==> config.mk <==
export PLATFORM = sky130hd
export DESIGN_NAME = pc_gen_flat
export DESIGN_NICKNAME = d
export VERILOG_FILES = /design/src/rtl/pc_gen_if.sv /design/src/rtl/pc_gen.sv /design/src/flat_wrapper.sv
export SDC_FILE = /design/constraint.sdc
export NUM_CORES = 1
export LEC_CHECK = 0
export ABC_AREA = 1
export CORE_ASPECT_RATIO = 0.75
export CORE_UTILIZATION = 49
export CTS_BUF_LIST = sky130_fd_sc_hd__clkbuf_4 sky130_fd_sc_hd__clkbuf_8 sky130_fd_sc_hd__clkbuf_16
export CTS_CLUSTER_DIAMETER = 60
export CTS_CLUSTER_SIZE = 28
export DETAILED_ROUTE_END_ITERATION = 8
export GPL_ROUTABILITY_DRIVEN = 0
export MAX_ROUTING_LAYER = met4
export PLACE_DENSITY = 0.73
export SLEW_MARGIN = 0
export SYNTH_ARGS = -nofsm -noshare
export SYNTH_HDL_FRONTEND = slang
export SYNTH_SLANG_ARGS = --single-unit
==> constraint.sdc <==
create_clock -name clk -period 5.5 [get_ports clk]
set_input_delay 0.55 -clock clk [delete_from_list [all_inputs] [get_ports clk]]
set_output_delay 0.55 -clock clk [all_outputs]
set_load 0.01 [all_outputs]
==> src/rtl/pc_gen_if.sv <==
// Fetch-address interface between the IF-stage PC generator and its
// control sources (hazard unit, trap logic, branch resolution, call/return).
interface pc_gen_if #(
    parameter int XLEN = 32
);
    logic            stall_i;
    logic            trap_i;
    logic [XLEN-1:0] trap_vec_i;
    logic            br_taken_i;
    logic [XLEN-1:0] br_target_i;
    logic            ras_push_i;
    logic [XLEN-1:0] ras_data_i;
    logic            ret_i;
    logic [XLEN-1:0] pc_o;
    logic [XLEN-1:0] pc_next_o;
    logic            valid_o;
    logic            misalign_o;
    logic            ras_empty_o;
    logic            ras_uflow_o;

    // Request side: pipeline control that steers the PC.
    modport master (
        output stall_i, trap_i, trap_vec_i, br_taken_i, br_target_i,
               ras_push_i, ras_data_i, ret_i,
        input  pc_o, pc_next_o, valid_o, misalign_o, ras_empty_o, ras_uflow_o
    );

    // PC generator side.
    modport slave (
        input  stall_i, trap_i, trap_vec_i, br_taken_i, br_target_i,
               ras_push_i, ras_data_i, ret_i,
        output pc_o, pc_next_o, valid_o, misalign_o, ras_empty_o, ras_uflow_o
    );
endinterface

==> src/rtl/pc_gen.sv <==
// Program-counter generator for the IF stage. Priority redirect selection
// (trap > branch > return > deferred > sequential), stall-safe capture of
// redirects into a single pending slot, and a circular return-address stack.
module pc_gen #(
    parameter int              XLEN         = 32,
    parameter logic [XLEN-1:0] RESET_VECTOR = '0,
    parameter int              INCR         = 4,
    parameter int              RAS_DEPTH    = 4
) (
    input logic   clk,
    input logic   rst,
    pc_gen_if.slave bus
);
    localparam int              PW         = $clog2(RAS_DEPTH);
    localparam int              CW         = PW + 1;
    localparam logic [XLEN-1:0] INCR_V     = XLEN'(INCR);
    localparam logic [XLEN-1:0] LOW_MASK   = INCR_V - 1'b1;
    localparam logic [CW-1:0]   DEPTH_V    = CW'(RAS_DEPTH);

    logic [XLEN-1:0] pc_q;
    logic            valid_q;
    logic            misalign_q;
    logic            pend_q;
    logic            pend_trap_q;
    logic            pend_mis_q;
    logic [XLEN-1:0] pend_tgt_q;

    logic [XLEN-1:0] ras_q [RAS_DEPTH];
    logic [PW-1:0]   ptr_q;
    logic [CW-1:0]   cnt_q;
    logic            uflow_q;

    logic [PW-1:0]   ptr_m1;
    logic            ras_empty;
    logic [XLEN-1:0] pc_inc;
    logic [XLEN-1:0] ret_tgt;
    logic            req;
    logic [XLEN-1:0] req_raw;
    logic            req_mis;

    // Request selection and return target lookup.
    always_comb begin
        ptr_m1    = ptr_q - 1'b1;
        ras_empty = (cnt_q == '0);
        pc_inc    = pc_q + INCR_V;
        ret_tgt   = ras_empty ? pc_inc : ras_q[ptr_m1];
        req       = bus.trap_i | bus.br_taken_i | bus.ret_i;
        if (bus.trap_i) begin
            req_raw = bus.trap_vec_i;
        end else if (bus.br_taken_i) begin
            req_raw = bus.br_target_i;
        end else begin
            req_raw = ret_tgt;
        end
        req_mis = |(req_raw & LOW_MASK);
    end

    // PC register, pending redirect slot and the misalign pulse.
    always_ff @(posedge clk or posedge rst) begin
        if (rst) begin
            pc_q        <= RESET_VECTOR;
            valid_q     <= 1'b0;
            misalign_q  <= 1'b0;
            pend_q      <= 1'b0;
            pend_trap_q <= 1'b0;
            pend_mis_q  <= 1'b0;
            pend_tgt_q  <= '0;
        end else begin
            valid_q    <= 1'b1;
            misalign_q <= 1'b0;
            if (!bus.stall_i) begin
                pend_q      <= 1'b0;
                pend_trap_q <= 1'b0;
                pend_mis_q  <= 1'b0;
                if (req) begin
                    pc_q       <= req_raw & ~LOW_MASK;
                    misalign_q <= req_mis;
                end else if (pend_q) begin
                    pc_q       <= pend_tgt_q;
                    misalign_q <= pend_mis_q;
                end else begin
                    pc_q <= pc_inc;
                end
            end else if (req && (bus.trap_i || !(pend_q && pend_trap_q))) begin
                // A pending trap is only displaced by a newer trap.
                pend_q      <= 1'b1;
                pend_trap_q <= bus.trap_i;
                pend_mis_q  <= req_mis;
                pend_tgt_q  <= req_raw & ~LOW_MASK;
            end
        end
    end

    // Return-address stack; operates every cycle, independent of stall.
    always_ff @(posedge clk or posedge rst) begin
        if (rst) begin
            for (int i = 0; i < RAS_DEPTH; i++) begin
                ras_q[i] <= '0;
            end
            ptr_q   <= '0;
            cnt_q   <= '0;
            uflow_q <= 1'b0;
        end else begin
            uflow_q <= bus.ret_i && ras_empty;
            if (bus.ret_i && !ras_empty) begin
                if (bus.ras_push_i) begin
                    ras_q[ptr_m1] <= bus.ras_data_i;
                end else begin
                    ptr_q <= ptr_m1;
                    cnt_q <= cnt_q - 1'b1;
                end
            end else if (bus.ras_push_i) begin
                ras_q[ptr_q] <= bus.ras_data_i;
                ptr_q        <= ptr_q + 1'b1;
                if (cnt_q != DEPTH_V) begin
                    cnt_q <= cnt_q + 1'b1;
                end
            end
        end
    end

    assign bus.pc_o        = pc_q;
    assign bus.pc_next_o   = pc_inc;
    assign bus.valid_o     = valid_q;
    assign bus.misalign_o  = misalign_q;
    assign bus.ras_empty_o = ras_empty;
    assign bus.ras_uflow_o = uflow_q;
endmodule
==> src/flat_wrapper.sv <==
// flat-port wrapper written by rule: the top's interface ports become plain ports
module pc_gen_flat 
#(
    parameter int              XLEN         = 32,
    parameter logic [XLEN-1:0] RESET_VECTOR = '0,
    parameter int              INCR         = 4,
    parameter int              RAS_DEPTH    = 4
)
  (clk, rst, bus_stall_i, bus_trap_i, bus_trap_vec_i, bus_br_taken_i, bus_br_target_i, bus_ras_push_i, bus_ras_data_i, bus_ret_i, bus_pc_o, bus_pc_next_o, bus_valid_o, bus_misalign_o, bus_ras_empty_o, bus_ras_uflow_o);
  pc_gen_if #(.XLEN(XLEN)) bus_i ();
  input logic clk;
  input logic rst;
  input wire logic [$bits(bus_i.stall_i)-1:0] bus_stall_i;
  input wire logic [$bits(bus_i.trap_i)-1:0] bus_trap_i;
  input wire logic [$bits(bus_i.trap_vec_i)-1:0] bus_trap_vec_i;
  input wire logic [$bits(bus_i.br_taken_i)-1:0] bus_br_taken_i;
  input wire logic [$bits(bus_i.br_target_i)-1:0] bus_br_target_i;
  input wire logic [$bits(bus_i.ras_push_i)-1:0] bus_ras_push_i;
  input wire logic [$bits(bus_i.ras_data_i)-1:0] bus_ras_data_i;
  input wire logic [$bits(bus_i.ret_i)-1:0] bus_ret_i;
  output wire logic [$bits(bus_i.pc_o)-1:0] bus_pc_o;
  output wire logic [$bits(bus_i.pc_next_o)-1:0] bus_pc_next_o;
  output wire logic [$bits(bus_i.valid_o)-1:0] bus_valid_o;
  output wire logic [$bits(bus_i.misalign_o)-1:0] bus_misalign_o;
  output wire logic [$bits(bus_i.ras_empty_o)-1:0] bus_ras_empty_o;
  output wire logic [$bits(bus_i.ras_uflow_o)-1:0] bus_ras_uflow_o;
  assign bus_i.stall_i = bus_stall_i;
  assign bus_i.trap_i = bus_trap_i;
  assign bus_i.trap_vec_i = bus_trap_vec_i;
  assign bus_i.br_taken_i = bus_br_taken_i;
  assign bus_i.br_target_i = bus_br_target_i;
  assign bus_i.ras_push_i = bus_ras_push_i;
  assign bus_i.ras_data_i = bus_ras_data_i;
  assign bus_i.ret_i = bus_ret_i;
  assign bus_pc_o = bus_i.pc_o;
  assign bus_pc_next_o = bus_i.pc_next_o;
  assign bus_valid_o = bus_i.valid_o;
  assign bus_misalign_o = bus_i.misalign_o;
  assign bus_ras_empty_o = bus_i.ras_empty_o;
  assign bus_ras_uflow_o = bus_i.ras_uflow_o;
  pc_gen #(.XLEN(XLEN), .RESET_VECTOR(RESET_VECTOR), .INCR(INCR), .RAS_DEPTH(RAS_DEPTH)) u_core (.clk(clk), .rst(rst), .bus(bus_i));
endmodule
# == After elaboration in Yosys (flattened, before gate mapping) ==
# Cells that the tools add are included.
# totals
word_cells,79
regBits,201
in_bits,103
out_inout_bits,68
# op_classes
bitwise_logic,4
magnitude_cmp,4
addsub,5
mux,33
n_reduce_logical,16
eq_ne,3
# ops
op,count
128-bit 2-to-1 mux,3
32-bit 2-to-1 mux,9
128-bit bitwise mux,2
32-bit demux with 2-bit select,2
32-bit binary-select mux with 2-bit select,1
"32-bit by 3-bit adder with 32-bit output, second input constant",1
3-bit 2-to-1 mux,4
1-bit 2-to-1 mux,9
"3-bit >= comparator, second input constant",2
1-bit logical AND,6
"3-bit by 1-bit < comparator with 1-bit output, second input constant",2
2-bit 2-to-1 mux,3
2-bit inverter with 3-bit output,2
2-bit AND reduction,2
2-bit nonzero test,2
"3-bit by 1-bit adder with 3-bit output, second input constant",1
3-bit zero test,1
"3-bit inequality test, second input constant",1
3-bit AND reduction,1
"3-bit by 1-bit subtractor with 3-bit output, second input constant",1
"2-bit by 1-bit adder with 2-bit output, second input constant",1
1-bit zero test,2
"2-bit by 1-bit inequality test with 1-bit output, second input constant",1
"2-bit inequality test, second input constant",1
other kinds (4),5

# == Depth between registers and ports, before layout ==
# Gate-level depths: netlist of run 1.
# logic_depth
depth_word,11
ltp_mapped,14
ltp_nobuf,12

# == Worst setup path before layout of run 1 ==
# Ideal clock, no wire load.
# synth_path
path_kind,register -> register
startpoint,reg u_core.ptr_q[0]
endpoint,"reg u_core.pc_q[16], in the netlist u_core.bus.pc_o[16]"
setup_slack_ps,3253
period_less_slack_ps,2247
setup_ps,77
path_buffers,3
arrival_ps,2170
stages_incl_launch_ff,12
required_time_ps,5423
cell_sequence,dfrtp_1 clkinv_1 clkbuf_1 ha_1 buf_2 clkbuf_1 o21ai_0 o211ai_1 nand2_1 o21ai_0 nand3_1 a21oi_1
# synth_between
elab_chain_cells,9
# synth_lines
element,line_no,source
"start, declared",pc_gen.sv:29,logic [PW-1:0] ptr_q;
"start signal, assigned",pc_gen.sv:109,ptr_q <= ptr_m1;
"start signal, assigned",pc_gen.sv:114,ptr_q <= ptr_q + 1'b1;
2-bit by 1-bit subtractor with 2-bit output,pc_gen.sv:43,ptr_m1 = ptr_q - 1'b1;
net u_core.ptr_m1[0],pc_gen.sv:33,logic [PW-1:0] ptr_m1;
2-bit inverter with 3-bit output (not written as such),pc_gen.sv:46,ret_tgt = ras_empty ? pc_inc : ras_q[ptr_m1];
32-bit binary-select mux with 2-bit select,pc_gen.sv:46,
32-bit 2-to-1 mux (not written as such) (2 in series),pc_gen.sv:46,
32-bit 2-to-1 mux,pc_gen.sv:46,
32-bit 2-to-1 mux,pc_gen.sv:50,end else if (bus.br_taken_i) begin
32-bit 2-to-1 mux,pc_gen.sv:48,if (bus.trap_i) begin
32-bit 2-to-1 mux,pc_gen.sv:75,if (req) begin
"end signal, assigned",pc_gen.sv:76,pc_q <= req_raw & ~LOW_MASK;
"end signal, assigned",pc_gen.sv:79,pc_q <= pend_tgt_q;
"end signal, assigned",pc_gen.sv:82,pc_q <= pc_inc;
"end, declared",pc_gen.sv:20,logic [XLEN-1:0] pc_q;
# The timed path passes the listed nets, and every way through them passes these cells. The select of a mux whose other input is x is not followed.
# A chain may end at the register's enable or synchronous reset.

# == Final worst setup path of run 1 ==
# layout_path
startpoint,reg u_core.ptr_q[0]
endpoint,reg u_core.pend_tgt_q[8]
# layout_between
elab_chain_cells,8
# layout_lines
element,line_no,source
2-bit by 1-bit subtractor with 2-bit output,pc_gen.sv:43,
2-bit inverter with 3-bit output (not written as such),pc_gen.sv:46,
32-bit binary-select mux with 2-bit select,pc_gen.sv:46,
32-bit 2-to-1 mux (not written as such) (2 in series),pc_gen.sv:46,
32-bit 2-to-1 mux,pc_gen.sv:46,
32-bit 2-to-1 mux,pc_gen.sv:50,
32-bit 2-to-1 mux,pc_gen.sv:48,
"end signal, assigned",pc_gen.sv:89,pend_tgt_q <= req_raw & ~LOW_MASK;
"end, declared",pc_gen.sv:26,logic [XLEN-1:0] pend_tgt_q;
# Every way passes these cells. The select of a mux whose other input is x is not followed.

==> results of run 1 <==
## cell families after synthesis
family,after synthesis,share of synthesized area (%)
compound gates,399,19.37
xor+xnor,10,0.8017
fa+ha+maj,7,0.8705
buf+inv,222,8.441
flops,199,45.58
other cells,2,0.06875
simple gates,652,24.87
## state kept, by name (all words and copies together), names as in the netlist
signal and flops:
u_core.bus.misalign_o 1, u_core.bus.valid_o 1, u_core.pend_mis_q 1, u_core.pend_trap_q 1, u_core.ras_q 128, u_core.ptr_q 2
u_core.bus.pc_o 30, u_core.cnt_q 3, u_core.pend_tgt_q 30, u_core.bus.ras_uflow_o 1, u_core.pend_q 1
## power breakdown
group	switching (mW)	leakage [nW]	total [mW]	internal, mW
clock network	0.595	0.303	1.31	0.715
registers	0.377	2.42	2.41	2.04
logic	1.86	3.45	2.96	1.10
## cell usage in the layout, fill, tap and decap left out, types with 2 or more instances in the layout
cell type        instances
a21oi_1                102
a31oi_1                  5
and2_1                   5
buf_4                   13
bufinv_16                2
clkbuf_16               17
clkbuf_8                 3
clkdlybuf4s50_1        166
clkinv_1                 4
clkinv_2                 3
clkinv_4                 2
conb_1                   5
dfrtp_1                198
ha_1                     6
inv_1                  127
inv_2                    2
inv_6                    4
nand2_1                327
nand3_1                118
nor2_1                 167
o211ai_1                26
o211ai_4                 2
o21ai_0                226
o21ai_1                 31
o21ai_4                  2
o22ai_1                  4
or2_2                   26
xnor2_1                  4
xor2_1                   6
## per-stage QoR
step / instances / hold slack (ns)
after global placement: 1875 / 0.4606
after global routing: 1907 / 0.4974
after detailed placement: 1875 / 0.4676
final: 1907 / 0.4822
after floorplan: 1494 / 0.4478
after CTS: 1907 / 0.4847
## layout make-up
cell class | count | area [µm²] | area share (%)
inverter | 135 | 513.0 | 3.858
tap | 288 | 360.3 | 2.710
clock buffer | 20 | 466.7 | 3.510
timing repair buffer | 180 | 1779 | 13.38
sequential | 199 | 4981 | 37.46
multi-input combinational | 1073 | 5056 | 38.03
clock inverter | 12 | 138.9 | 1.045
## per-layer routing
| metal | up-vias | part of all wire [%] | global-route usage (%) |
|---|---|---|---|
| met1 | 5105 | 45 | 42.07 |
| met4 | 0 | 2.2 | 9.747 |
| met3 | 58 | 8.6 | 6.366 |
| li1 | 5094 | - | - |
| met5 | - | 0 | - |
| met2 | 505 | 44 | 44.29 |
## path summary, 6_finish.rpt
kind | to | slack, ns | cells past startpoint
worst max-delay path | u_core.pend_tgt_q[8]$_DFFE_PP0P_ | 1.90 | 10
worst min-delay path | u_core.ras_q[51]$_DFFE_PP0P_ | 0.48 | 2
worst max register to register | u_core.pend_tgt_q[8]$_DFFE_PP0P_ | 1.90 | 10
worst min register to register | u_core.ras_q[51]$_DFFE_PP0P_ | 0.48 | 2
max in group asynchronous | u_core.ptr_q[0]$_DFFE_PP0P_ | 3.93 | 3
min in group asynchronous | u_core.ras_q[61]$_DFFE_PP0P_ | 0.76 | 3
## critical path, delay by kind of cell (launching register included)
| family | cells | cell delay, ns |
|---|---|---|
| fa+ha+maj | 1 | 0.86 |
| simple gates | 1 | 0.12 |
| compound gates | 5 | 0.83 |
| flops | 1 | 0.41 |
| buf+inv | 3 | 1.20 |
==> results.txt, run 1 <==
Yosys top cell area share -> 45.58%
First-pass GRT wire length -> 53.13 mm
Synth Register Bits -> 199
Min-Delay Startpoint -> u_core.ras_q[51]$_DFFE_PP0P_
EDFF count, synth -> 0
DR WL/cell -> 17.40 µm
Final setup viols -> 0
Worst Path Required -> 5.78 ns
IO Count -> 171
Top_reg_cell synth -> dfrtp_1
Crit Path Class -> reg -> reg
Crit path top cell by count -> o21ai_0
Post-Synthesis Cell Area -> 10,920 µm²
Worst hold path class -> reg -> reg
NumNets Final -> 1,716
RSZ-0062 raised after global routing -> false
Slowest CP cell -> ha_1
Leak -> 6.181 nW
Vias per cell -> 5.643
FP Rows -> 46
Die area -> 22,900 µm²
Power Total -> 6.686 mW
Worst-path clk slew -> 0.07 ns
Antenna violations before repair -> 0
Placed Instance Area -> 12,690 µm²
Tcrit/Tclk final -> 65.48%
Post-layout util -> 61.93%
DR DRC count -> 0
Skew final -> 0.01138 ns
CTS Sinks -> 199
Floorplan Core Area -> 21,470 µm²
Fmax -> 277.7 MHz
Most instantiated library cell after synthesis -> nand2_1
Iteration count of the initial detailed-routing pass -> 5
Worst setup EP type -> flip-flop
Port buffer count -> 166
Post-CTS Hold Fix Bufs -> 0
Worst EP arrival -> 3.88 ns
Final Max Tran Viols -> 0
Register area share after synthesis -> 45.58%
Final hold violation count -> 0
CTS tree -> built
Worst-Margin Slew -> 1.234 ns
Post-synthesis async set-or-reset flop share -> 100.0%
DRT iter0 DRCs -> 1,331
Max Cap Viol -> 0
Largest net degree at the start of global routing -> 200
Die Y -> 131.3 µm
Yosys cell types -> 37
Setup Slack @ Placement -> 1.983 ns
Reg2Reg Launch Point -> u_core.ptr_q[0]$_DFFE_PP0P_
Grt ovf -> 0
Drt total wl -> 33.18 mm
Max-Slew Margin vs Limit -> 17.56%
# diodes -> 0
TNS Setup -> 0 ns
Layout area overhead -> 21.70%
Worst skew pair latency -> 0.45 ns
Setup bufs post-CTS -> 0
Biggest area consumer among synthesized cells -> dfrtp_1
Worst setup margin -> 1.899 ns
Ys Warns -> 0
GRT Total Usage -> 30.32%
Main area contributors after synthesis -> dfrtp_1 46%, nand2_1 11%, o21ai_0 10%
Final instance area -> 13,300 µm²
Syn avg cell area -> 7.327 µm²
P per Cell Area -> 502.9 nW/µm²
Clock period minus final worst setup slack -> 3.601 ns
PostCTS Resize Cnt -> 0
Share of cells above drive strength 1 -> 5.312%
Synth cell count leaders -> 328 x nand2_1, 226 x o21ai_0, 199 x dfrtp_1, 167 x nor2_1, 128 x inv_1
Vias after detailed routing -> 10,760
Htree depth -> 4
Critical Path, Cell by Cell -> clkinv_1, buf_4, ha_1, clkinv_1, o211ai_1, o21ai_0, o21ai_0, o21ai_0, nand3_1, o21ai_0
Mapped Cells -> 1,491
Fillers -> 1,964
Status -> finished, final reports clean
Root buf cell -> clkbuf_16
Post-DP HPWL -> 21.32 mm
CP peak stage delay -> 0.86 ns
Clock Tree Buf Depth -> 2
Crit start category -> flip-flop
Cts bufs inserted -> 17
Vias in the first global route -> 10,180
Initial Util -> 50.89%
Antenna Nets Post-Route -> 0
Die width -> 174.4 µm
Crit-path max FO -> 62
Maximum vdd drop -> 0.0002704 V
Worst Setup SP -> u_core.ptr_q[0]$_DFFE_PP0P_
Power figures use the tool's default switching activity.
==> inputs of run 2 (changes only) <==
--- a/config.mk
+++ b/config.mk
@@ -7,14 +7,14 @@
 export LEC_CHECK = 0
 export ABC_AREA = 1
 export CORE_ASPECT_RATIO = 0.75
-export CORE_UTILIZATION = 49
+export CORE_UTILIZATION = 50
 export CTS_BUF_LIST = sky130_fd_sc_hd__clkbuf_4 sky130_fd_sc_hd__clkbuf_8 sky130_fd_sc_hd__clkbuf_16
 export CTS_CLUSTER_DIAMETER = 60
 export CTS_CLUSTER_SIZE = 28
 export DETAILED_ROUTE_END_ITERATION = 8
 export GPL_ROUTABILITY_DRIVEN = 0
 export MAX_ROUTING_LAYER = met4
-export PLACE_DENSITY = 0.73
+export PLACE_DENSITY = 0.71
 export SLEW_MARGIN = 0
 export SYNTH_ARGS = -nofsm -noshare
 export SYNTH_HDL_FRONTEND = slang
==> constraint.sdc (replaced) <==
create_clock -name clk -period 3.62 [get_ports clk]
set_input_delay 0.362 -clock clk [delete_from_list [all_inputs] [get_ports clk]]
set_output_delay 0.362 -clock clk [all_outputs]
set_load 0.01 [all_outputs]
==> results.txt, run 2 (synthesis gave the netlist of run 1 again) <==
Status -> finished, final reports clean
RSZ-0062 raised after global routing -> false
Reg with most FFs -> u_core.ras_q
Crit Path Class -> reg -> out
DR DRC count -> 0 (unchanged)
FP Rows -> 46 (unchanged)
Met2 Resource Use GR -> 46.66% (+2.4 points)
P per Cell Area -> 754.4 nW/µm² (+50%)
Final setup viols -> 0 (unchanged)
Die area -> 22,450 µm² (-2.0%)
Max Cap Viol -> 0 (unchanged)
Tcrit/Tclk final -> 89.63%
Met3 Track Usage GR -> 5.944% (-0.42 points)
Worst hold path class -> in -> async
Cts bufs inserted -> 17 (unchanged)
Slowest CP cell -> clkdlybuf4s50_1
IO Count -> 171 (unchanged)
Antenna violations before repair -> 0 (unchanged)
Clock Tree Buf Depth -> 2 (unchanged)
CTS tree -> built
Largest net degree at the start of global routing -> 76 (-62%)
Share of cells above drive strength 1 -> 5.893% (+0.58 points)
Critical Path, Cell by Cell -> ha_1, nand2_1, nor2_1, nand2_1, nor2_1, nand3_1, nand2_1, clkdlybuf4s50_1
Grt ovf -> 0 (unchanged)
Final hold violation count -> 0 (unchanged)
CP peak stage delay -> 0.54 ns (-0.32 ns)
Leak -> 6.202 nW (+0.33%)
Worst EP arrival -> 2.88 ns (-1.00 ns)
Initial Util -> 51.30% (+0.41 points)
Setup bufs post-CTS -> 0 (unchanged)
Floorplan Core Area -> 21,300 µm² (-0.80%)
Most common cell after layout, fill and taps aside -> nand2_1
Worst-path clk slew -> 0.08 ns (about the same)
Htree depth -> 4 (unchanged)
Worst skew pair latency -> 0.45 ns (about the same)
Layer with the highest usage -> met2
Vias in the first global route -> 9,860 (-3.1%)
DRT iter0 DRCs -> 1,405 (+5.6%)
Die Y -> 130.0 µm (-0.99%)
Fmax -> 308.2 MHz
DR WL/cell -> 17.01 µm (-2.3%)
Crit path top cell by count -> nand2_1
# diodes -> 0 (unchanged)
Post-DP HPWL -> 21.43 mm (+0.53%)
PostCTS Resize Cnt -> 0 (unchanged)
Worst setup EP type -> output port
TNS Setup -> 0 ns (unchanged)
Final instance area -> 13,330 µm² (+0.28%)
Iteration count of the initial detailed-routing pass -> 9 (+4)
Min Hold Slack -> 0.3404 ns (-0.1418 ns)
Drt total wl -> 32.60 mm (-1.7%)
Placed Instance Area -> 12,780 µm² (+0.69%)
Setup Slack @ Placement -> 0.5969 ns (-1.386 ns)
Port buffer count -> 166 (unchanged)
Vias after detailed routing -> 10,640 (-1.2%)
GRT Total Usage -> 30.93% (+0.61 points)
Layout area overhead -> 22.05%
Vias per cell -> 5.548 (-1.7%)
Worst setup margin -> 0.3753 ns (-1.523 ns)
Delay-heaviest family, CP -> simple AND/OR/NAND/NOR gates
CTS Sinks -> 199 (unchanged)
Root buf cell -> clkbuf_16
Fillers -> 1,950 (-0.71%)
First-pass GRT wire length -> 52.70 mm (-0.81%)
Final Max Tran Viols -> 0 (unchanged)
Clock period minus final worst setup slack -> 3.245 ns
Reg2Reg Setup Slack -> 0.78 ns (-1.12 ns)
Worst-Margin Slew -> 1.215 ns (-0.01867 ns)
NumNets Final -> 1,726 (+0.58%)
Antenna Nets Post-Route -> 0 (unchanged)
Maximum vdd drop -> 0.0004710 V (+74%)
Max-Slew Margin vs Limit -> 18.81% (+1.2 points)
Crit start category -> flip-flop
Worst Path Required -> 3.26 ns (-2.52 ns)
Largest register FFs -> 128 (unchanged)
Worst Path Buf+Inv -> 1 (-2)
Crit-path max FO -> 6 (-90%)
Commonest non-fill, non-tap cells in the layout -> 327 x nand2_1, 226 x o21ai_0, 198 x dfrtp_1
Post-CTS Hold Fix Bufs -> 0 (unchanged)
Skew final -> 0.01255 ns (+0.001171 ns)
Die width -> 172.7 µm (-0.99%)
Met1 global-route usage -> 42.76% (+0.69 points)
## run 2: cell count changes in the layout (fill, tap and decap cells not counted), sizes merged
cell / before / now
inv: 135 / 136
clkbuf: 20 / 19
bufinv: 2 / 0
buf: 14 / 24
clkinvlp: 1 / 3
## run 2: worst paths after layout
check                      cells past startpoint                        endpoint                            from
hold reg to reg                                2    u_core.ras_q[89]$_DFFE_PP0P_    u_core.ras_q[89]$_DFFE_PP0P_
setup / recovery                               8               bus_pc_next_o[26]  u_core.bus.pc_o[2]$_DFFE_PP0N_
setup reg to reg                              12  u_core.bus.pc_o[2]$_DFFE_PP0N_     u_core.ptr_q[1]$_DFFE_PP0P_
max in group asynchronous                      3    u_core.ras_q[70]$_DFFE_PP0P_                             rst
min in group clk                               2    u_core.ras_q[89]$_DFFE_PP0P_    u_core.ras_q[89]$_DFFE_PP0P_
hold / removal                                 2    u_core.ras_q[88]$_DFFE_PP0P_                             rst
## run 2: layer usage
metal | part of all wire (%) | vias to the layer above | wire length [µm]
met5 | 0 | - | 0
met4 | 1.4 | 0 | 444
met3 | 8.8 | 40 | 2879
met2 | 44 | 486 | 14330
met1 | 46 | 4987 | 14950
li1 | - | 5122 | -
## run 2: area by class of cell
| cell class | instances | area [µm²] | area share, % |
|---|---|---|---|
| clock buffers | 19 | 440.4 | 3.303 |
| clock inverters | 13 | 115.1 | 0.8634 |
| inverters | 135 | 513.0 | 3.848 |
| flip-flops and latches | 199 | 4981 | 37.36 |
| multi-input cells | 1073 | 5056 | 37.92 |
| repair buffers | 190 | 1867 | 14.00 |
| well taps | 288 | 360.3 | 2.703 |
## run 2: where the power goes
part	switching, mW	internal (mW)	total (mW)
clock	0.935	0.919	1.85
sequential	0.540	3.10	3.64
combinational	2.86	1.71	4.57
total	4.34	5.72	10.1
## run 2: per-stage QoR
| step | total power, mW | utilization (%) | std cells |
|---|---|---|---|
| 2_1_floorplan | 6.604 | - | 1494 |
| 3_3_place_gp | 8.093 | 60.00 | 1885 |
| 3_5_place_dp | 8.213 | 60.00 | 1885 |
| 4_1_cts | 10.07 | 62.61 | 1917 |
| 5_1_grt | 10.87 | 62.61 | 1917 |
| 6_report | 10.06 | 62.61 | 1917 |
## run 2: worst register-to-register path, stage by stage (launching register included)
cell	delay, ns
dfrtp_1	0.41
inv_1	0.08
ha_1	0.62
clkinv_1	0.51
nor2_1	0.20
o21ai_0	0.09
nand3_1	0.18
nand3_1	0.16
nand2_1	0.08
o21ai_0	0.17
nand2_1	0.12
nand3_1	0.06
o21ai_0	0.09
